**src/rtl/uart_pkg.sv**
```systemverilog
// uart_pkg: frame-format constants and state encoding shared by the UART transmitter and receiver.
package uart_pkg;
   typedef enum logic [2:0] {IDLE, START, DATA, PARITY, STOP} uart_state_e;
   localparam logic PAR_EVEN  = 1'b0;
   localparam logic PAR_ODD   = 1'b1;
   localparam logic START_BIT = 1'b0;
   localparam logic STOP_BIT  = 1'b1;
endpackage

```
**src/rtl/uart_tx_frame_if.sv**
```systemverilog
// uart_tx_frame_if: byte-source handshake, parity config and serial line of the UART transmitter.
interface uart_tx_frame_if #(parameter int DATA_WIDTH = 8);
   logic [DATA_WIDTH-1:0] P_DATA;
   logic                  DATA_VALID;
   logic                  PAR_EN;
   logic                  PAR_TYP;
   logic                  TX_OUT;
   logic                  busy;
   modport master (output P_DATA, DATA_VALID, PAR_EN, PAR_TYP, input TX_OUT, busy);
   modport slave (input P_DATA, DATA_VALID, PAR_EN, PAR_TYP, output TX_OUT, busy);
endinterface

```
**src/rtl/uart_tx_serializer.sv**
```systemverilog
// uart_tx_serializer: LSB-first shift register with a data-bit counter for the UART transmitter.
module uart_tx_serializer #(
   parameter int DATA_WIDTH = 8
) (
   input  logic                  clk,
   input  logic                  rst,
   input  logic                  load,
   input  logic                  shift,
   input  logic                  count,
   input  logic [DATA_WIDTH-1:0] load_data,
   output logic                  bit_out,
   output logic                  done
);
   localparam int CW = DATA_WIDTH > 1 ? $clog2(DATA_WIDTH) : 1;
   logic [DATA_WIDTH-1:0] shift_q, shift_d;
   logic [CW-1:0]         cnt_q, cnt_d;
   always_comb begin
      shift_d = load ? load_data : shift ? shift_q >> 1 : shift_q;
      cnt_d   = load ? '0 : count ? cnt_q + CW'(1) : cnt_q;
   end
   always_ff @(posedge clk) begin
      if (rst) begin
         shift_q <= '0;
         cnt_q   <= '0;
      end else begin
         shift_q <= shift_d;
         cnt_q   <= cnt_d;
      end
   end
   assign bit_out = shift_q[0];
   assign done    = cnt_q == CW'(DATA_WIDTH - 1);
endmodule

```
**src/rtl/uart_tx_frame.sv**
```systemverilog
// uart_tx_frame: UART transmitter producing start, LSB-first data, optional parity and stop bits,
// one bit per clock, with back-to-back frames accepted during the stop bit.
module uart_tx_frame
   import uart_pkg::*;
#(
   parameter int DATA_WIDTH = 8
) (
   input logic            CLK,
   input logic            RST,
   uart_tx_frame_if.slave bus
);
   uart_state_e state_q, state_d;
   logic tx_q, tx_d, busy_q, busy_d;
   logic par_en_q, par_en_d, par_bit_q, par_bit_d;
   logic accept, ser_bit, ser_done;
   assign accept = bus.DATA_VALID && (state_q == IDLE || state_q == STOP);
   // The register is shifted while START is on the line, so shift[0] always holds the next data bit.
   uart_tx_serializer #(.DATA_WIDTH(DATA_WIDTH)) u_ser (
      .clk       (CLK),
      .rst       (RST),
      .load      (accept),
      .shift     (state_q == START || state_q == DATA),
      .count     (state_q == DATA),
      .load_data (bus.P_DATA),
      .bit_out   (ser_bit),
      .done      (ser_done)
   );
   always_comb begin
      case (state_q)
         IDLE, STOP: state_d = accept ? START : IDLE;
         START:      state_d = DATA;
         DATA:       state_d = ser_done ? (par_en_q ? PARITY : STOP) : DATA;
         PARITY:     state_d = STOP;
         default:    state_d = IDLE;
      endcase
      par_en_d  = accept ? bus.PAR_EN : par_en_q;
      par_bit_d = accept ? (bus.PAR_TYP == PAR_ODD ? ~^bus.P_DATA : ^bus.P_DATA) : par_bit_q;
      tx_d      = state_d == START  ? START_BIT :
                  state_d == DATA   ? ser_bit   :
                  state_d == PARITY ? par_bit_q : STOP_BIT;
      busy_d    = state_d != IDLE;
   end
   always_ff @(posedge CLK) begin
      if (RST) begin
         state_q   <= IDLE;
         tx_q      <= 1'b1;
         busy_q    <= 1'b0;
         par_en_q  <= 1'b0;
         par_bit_q <= 1'b0;
      end else begin
         state_q   <= state_d;
         tx_q      <= tx_d;
         busy_q    <= busy_d;
         par_en_q  <= par_en_d;
         par_bit_q <= par_bit_d;
      end
   end
   assign bus.TX_OUT = tx_q;
   assign bus.busy   = busy_q;
endmodule
```
**src/flat_wrapper.sv**
```systemverilog
// flat-port wrapper written by rule: the top's interface ports become plain ports
module uart_tx_frame_flat import uart_pkg::*;
#(
   parameter int DATA_WIDTH = 8
)
  (CLK, RST, bus_P_DATA, bus_DATA_VALID, bus_PAR_EN, bus_PAR_TYP, bus_TX_OUT, bus_busy);
  uart_tx_frame_if #(.DATA_WIDTH(DATA_WIDTH)) bus_i ();
  input logic CLK;
  input logic RST;
  input wire logic [$bits(bus_i.P_DATA)-1:0] bus_P_DATA;
  input wire logic [$bits(bus_i.DATA_VALID)-1:0] bus_DATA_VALID;
  input wire logic [$bits(bus_i.PAR_EN)-1:0] bus_PAR_EN;
  input wire logic [$bits(bus_i.PAR_TYP)-1:0] bus_PAR_TYP;
  output wire logic [$bits(bus_i.TX_OUT)-1:0] bus_TX_OUT;
  output wire logic [$bits(bus_i.busy)-1:0] bus_busy;
  assign bus_i.P_DATA = bus_P_DATA;
  assign bus_i.DATA_VALID = bus_DATA_VALID;
  assign bus_i.PAR_EN = bus_PAR_EN;
  assign bus_i.PAR_TYP = bus_PAR_TYP;
  assign bus_TX_OUT = bus_i.TX_OUT;
  assign bus_busy = bus_i.busy;
  uart_tx_frame #(.DATA_WIDTH(DATA_WIDTH)) u_core (.CLK(CLK), .RST(RST), .bus(bus_i));
endmodule
```
**config.mk**
```make
export PLATFORM = sky130hd
export DESIGN_NAME = uart_tx_frame_flat
export DESIGN_NICKNAME = d
export VERILOG_FILES = /design/src/rtl/uart_pkg.sv /design/src/rtl/uart_tx_frame_if.sv /design/src/rtl/uart_tx_serializer.sv /design/src/rtl/uart_tx_frame.sv /design/src/flat_wrapper.sv
export SDC_FILE = /design/constraint.sdc
export NUM_CORES = 1
export LEC_CHECK = 0
export ABC_AREA = 1
export BUFFER_PORTS_ARGS = -buffer_cell sky130_fd_sc_hd__buf_2
export CAP_MARGIN = 20
export CORE_ASPECT_RATIO = 1.75
export CORE_MARGIN = 1
export CORE_UTILIZATION = 40
export DETAILED_ROUTE_END_ITERATION = 8
export SLEW_MARGIN = 20
export SYNTH_ARGS = -nofsm -noshare
export SYNTH_HDL_FRONTEND = slang
export SYNTH_HIERARCHICAL = 1
export SYNTH_SLANG_ARGS = --single-unit
```
**constraint.sdc**
```tcl
create_clock -name CLK -period 1.25 [get_ports CLK]
set_input_delay 0.0625 -clock CLK [delete_from_list [all_inputs] [get_ports CLK]]
set_output_delay 0.0625 -clock CLK [all_outputs]
set_load 0.02 [all_outputs]
```
Yosys cells after proc, flatten, opt, wreduce, memory -nomap -nowiden
Cells that the tools add are included.
W data, S select, Z words.
Storage, ports and cells
  bits in registers: 18
Operators by class
  add/sub/neg operators: 1
  equal/unequal tests: 8
  mux-type cells: 10
  reductions and logical operators: 10
Operators with widths (number)
  $mux W8: 2
  $eq A3 B2 Y1 const B: 4
  $pmux W3 S4: 1
  $reduce_xnor A8 Y1: 1
  $reduce_xor A8 Y1: 1
  $eq A3 B1 Y1 const B: 2
  $eq A3 B3 Y1 const B: 2
  $mux W3: 2
  $mux W1: 5
  $reduce_or A2 Y1: 2
  $add A3 B1 Y3 const B: 1
  $logic_not A3 Y1: 1
  $reduce_bool A3 Y1: 1
  $logic_or A1 B1 Y1: 2
  $reduce_bool A2 Y1: 1
  $logic_and A1 B1 Y1: 1

Longest topological paths before layout
  depth after elaboration: 9
  gate-level depth with buffers: 10
  mapped depth without buffers: 10

By module
The synthesis kept the hierarchy.
By module, submodules not included
  uart_tx_serializer: instances 1, cells each 80, area each 550.5 um^2, seq. area each 220.2 um^2
  uart_tx_frame: instances 1, cells each 79, area each 470.5 um^2, seq. area each 140.1 um^2

Worst setup path before layout
OpenSTA, ideal clock, no wires.
  kind: reg2reg
  from: register u_core.u_ser.cnt_q[0]
  to: register u_core.tx_q, in the netlist u_core/bus.TX_OUT
  arrival time: 1.105 ns
  setup slack: 0.027 ns
  stages on the path, launching flop included: 9
  path buffers: 0
  path through: dfxtp_1 ha_1 ha_1 inv_1 nor2_1 o21ai_2 nor2_1 nor2_1 o21ai_1
Between the ends
  longest elaborated chain between the ends: 7
  elaborated cells on any way between the ends: 9
  classes of those cells: eq/ne: 4; mux: 5
RTL lines
  start, declared: RTL line uart_tx_serializer.sv:16  | logic [CW-1:0] cnt_q, cnt_d;
  start signal, assigned: RTL line uart_tx_serializer.sv:27  | cnt_q <= cnt_d;
  $eq A3 B3 Y1 *: RTL line uart_tx_serializer.sv:31  | assign done = cnt_q == CW'(DATA_WIDTH - 1);
  via u_core.ser_done: RTL line uart_tx_frame.sv:15  | logic accept, ser_bit, ser_done;
  $mux W3 *: RTL line uart_tx_frame.sv:32  | DATA: state_d = ser_done ? (par_en_q ? PARITY : STOP) : DATA;
  $pmux W3 S4 *: RTL line uart_tx_frame.sv:29  | case (state_q)
  $eq A3 B2 Y1: RTL line uart_tx_frame.sv:40  | state_d == PARITY ? par_bit_q : STOP_BIT;
  $mux W1: RTL line uart_tx_frame.sv:40
  $mux W1: RTL line uart_tx_frame.sv:39  | state_d == DATA ? ser_bit :
  $mux W1 *: RTL line uart_tx_frame.sv:38  | tx_d = state_d == START ? START_BIT :
  end signal, assigned: RTL line uart_tx_frame.sv:52  | tx_q <= tx_d;
  end, declared: RTL line uart_tx_frame.sv:13  | logic tx_q, tx_d, busy_q, busy_d;
Mark *: on every way through the listed nets, which the timed path passes. The rest lies on a longest branch.
A chain may end at the register's enable or synchronous reset.

Worst setup path after layout
  from: register u_core.u_ser.cnt_q[1]
  to: register u_core.tx_q, in the netlist u_core/bus.TX_OUT
The elaborated chain is that of the path after synthesis.

==> impl_results.md <==
- Max-Cap Viols: 0
- #FFs+latches synth: 18
- Gr ovfl total: 0
- Synth top area cells: dfxtp_1, nand2_1, inv_1, nor2_1, nand3_1
- Seq/Total Area, Yosys: 0.353
- Highest-count cells in the layout ignoring fill and taps: nand2_1, inv_1, buf_2, dfxtp_1, nor2_1
- Critical Path Source Type: register
- WL met3: 47 µm
- Met2 Wirelength: 1.18 mm
- CTS Buf Count: 3
- HP Class: input pin to register
- Placed Cells: 200
- GRT Total Usage: 0.176
- Mapped cell area: 1020 µm²
- Die X: 40.2 µm
- Syn_area_per_cell: 6.42 µm²
- Unrepaired setup endpoints after global routing: true
- Vias in the first global route: 912
- WP data arrival: 1.35 ns
- Final period util: 0.969
- Critical path type: register to register
- Final Max Tran Viols: 0
- First-pass GRT wire length: 3.37 mm
- Hold path depth: 3
- Placed inst area: 1150 µm²
- Least-Margin Pin Slew: 0.327 ns
- Post-route cell area: 1290 µm²
- DRT antenna net count: 0
- Post-layout instance count excluding filler cells: 206
- Required time worst endpoint: 1.39 ns
- Clk Latency, worst-skew pair: 0.25 ns
- Mapped Cells: 159
- DRC: 0
- Clock Skews: 0.00252 ns
- Layout fillers: 251
- CP max-delay cell: dfxtp_2
- Die Y: 68.8 µm
- TritonCTS Sinks: 18
- Relative slew slack: 0.782
- Total Nets Final: 198
- Setup Viol. Count Final: 0
- Initial cell density of the core: 0.433
- Fin. Hold Viols: 0
- N_diodes: 0
- Worst path max stage delay: 0.34 ns
- CP cell instances: ha_4, ha_4, inv_2, nor2_2, o21ai_2, nor2_1, nor2_1, o21ai_1
- Total Wirelength: 2.11 mm
- Status: complete, no violations
- Largest net degree at the start of global routing: 16
- Top cell type's share of synthesized area: 0.353
- Met1 wire length: 845 µm
- Clk buf depth: 2
- Vias: 974
- Root Buffer: clkbuf_8
- CTS tree: yes
- Leak pwr: 0.000678 µW
- Die area: 2770 µm²
- Yosys warnings: 6
- CP delay by family, top: flip-flops
- Share of layout cells above drive strength 1: 0.315
- Antenna violations before repair: 0
- CP endpoint kind: register
- I/O pin count: 15
- Synth Net Count: 174
- DR iter-0 viols: 20
- Top layer in use: met4
- I/O Buffers: 14
- HPWL after DPL: 1.57 mm
- Netlist cell types: 20
- Register area: 368 µm²
- Tmin final: 1.21 ns
- Clock transition at the registers of the reported paths: 0.07 ns
- Gpl congestion: 0.775
- Synth area leader: dfxtp_1
- CP max FO: 3
- H-tree depth: 1
- Worst path bufs/invs: 1
- Worst vdd ir: 0.000540 V
- Cells on worst reg2reg path: 8
- Initial DRT Pass Iterations: 4
- Routed len/inst: 10.2 µm
- Via-to-Cell Ratio: 4.73
- Core footprint: 2360 µm²
- Multi-input logic area: 589 µm²
- Most common cell after layout, fill and taps aside: nand2_1
- Critical path depth in cells: 8
- Achievable frequency: 0.826 GHz
- FP Rows: 23
- Area growth syn-to-layout: 26.6%
- Pwr Density: 1090 nW/µm²
[metal layers]
metal | up-vias | global-route usage
met5 | - | 0
met4 | 0 | 0.0792
met3 | 4 | 0.0192
met2 | 17 | 0.343
met1 | 434 | 0.168
li1 | 519 | -
[metrics by stage]
step	total power, µW	hold WS (ns)	util	setup WS, ns	TNS (ns)
after floorplan	878	0.132	-	0.0273	0
after global placement	973	0.318	0.487	-0.0394	-0.108
after detailed placement	981	0.325	0.487	-0.0678	-0.373
after CTS	1390	0.0594	0.527	0.0190	0
after global routing	1480	0.0871	0.548	-0.0320	-0.0550
final	1410	0.0580	0.548	0.0389	0
[kinds of logic (layout without fill, tap and decap cells)]
kind of cell	Yosys count	after routing	synth area share
AND/OR/NAND/NOR	89	89	0.373
AO/OA/AOI/OAI	15	15	0.0993
adder cells (fa/ha/maj)	2	2	0.0245
buffers and inverters	33	55	0.134
XOR/XNOR	2	2	0.0172
flip-flops	18	18	0.353
[report_power, final]
part	internal, µW	switching (µW)	leakage [µW]
registers	619	28.7	0.000150
clock network	214	181	0.0000216
logic	157	206	0.000506
total	990	415	0.000678
[final timing paths]
kind | from | to | slack, ns
max | u_core/u_ser/cnt_q[1]$_SDFFE_PP0P_ | u_core/bus.TX_OUT$_SDFF_PP1_ | 0.04
min | bus_PAR_EN | u_core/par_en_q$_SDFFE_PP0P_ | 0.06
max reg2reg | u_core/u_ser/cnt_q[1]$_SDFFE_PP0P_ | u_core/bus.TX_OUT$_SDFF_PP1_ | 0.04
min reg2reg | u_core/u_ser/shift_q[7]$_SDFFE_PP0P_ | u_core/u_ser/shift_q[7]$_SDFFE_PP0P_ | 0.47
[synth_stat cells]
| cell type | number |
|---|---|
| nor2_2 | 2 |
| dfxtp_1 | 18 |
| ha_1 | 2 |
| nor2_4 | 1 |
| nand3_1 | 9 |
| nor2_1 | 13 |
| nand2_1 | 62 |
| inv_2 | 4 |
| buf_4 | 1 |
| inv_1 | 26 |
| a21oi_1 | 5 |
| xnor2_1 | 2 |
| o21ai_1 | 2 |
| buf_6 | 1 |
| a21oi_2 | 5 |
| o21ai_0 | 1 |
| nand2_4 | 1 |
| o21ai_2 | 2 |
| buf_2 | 1 |
| nor3b_4 | 1 |
[area by class of cell]
| class | count | share of cell area |
|---|---|---|
| clock buffers | 3 | 0.0319 |
| flip-flops and latches | 18 | 0.285 |
| multi-input cells | 108 | 0.456 |
| repair buffers | 22 | 0.116 |
| inverters | 30 | 0.0871 |
| well taps | 25 | 0.0242 |
[registers in the layout, indices dropped and copies added (netlist names)]
name / cells
u_core/state_q: 3
u_core/par_bit_q: 1
u_core/u_ser/shift_q: 8
u_core/u_ser/cnt_q: 3
u_core/bus.TX_OUT: 1
u_core/bus.busy: 1
u_core/par_en_q: 1
[tightest hold or removal path, stage by stage]
cell     delay [ns]
buf_2          0.10
nand2_1        0.05
a21oi_1        0.05
[timing repair]
action	CTS	global route
setup endpoints to repair	10	10
gates cloned	0	0
hold endpoints to repair	0	0
pin swaps	4	3
setup buffers	2	1
hold buffers	0	0
gates resized for setup	11	14
Power figures use the tool's default switching activity.
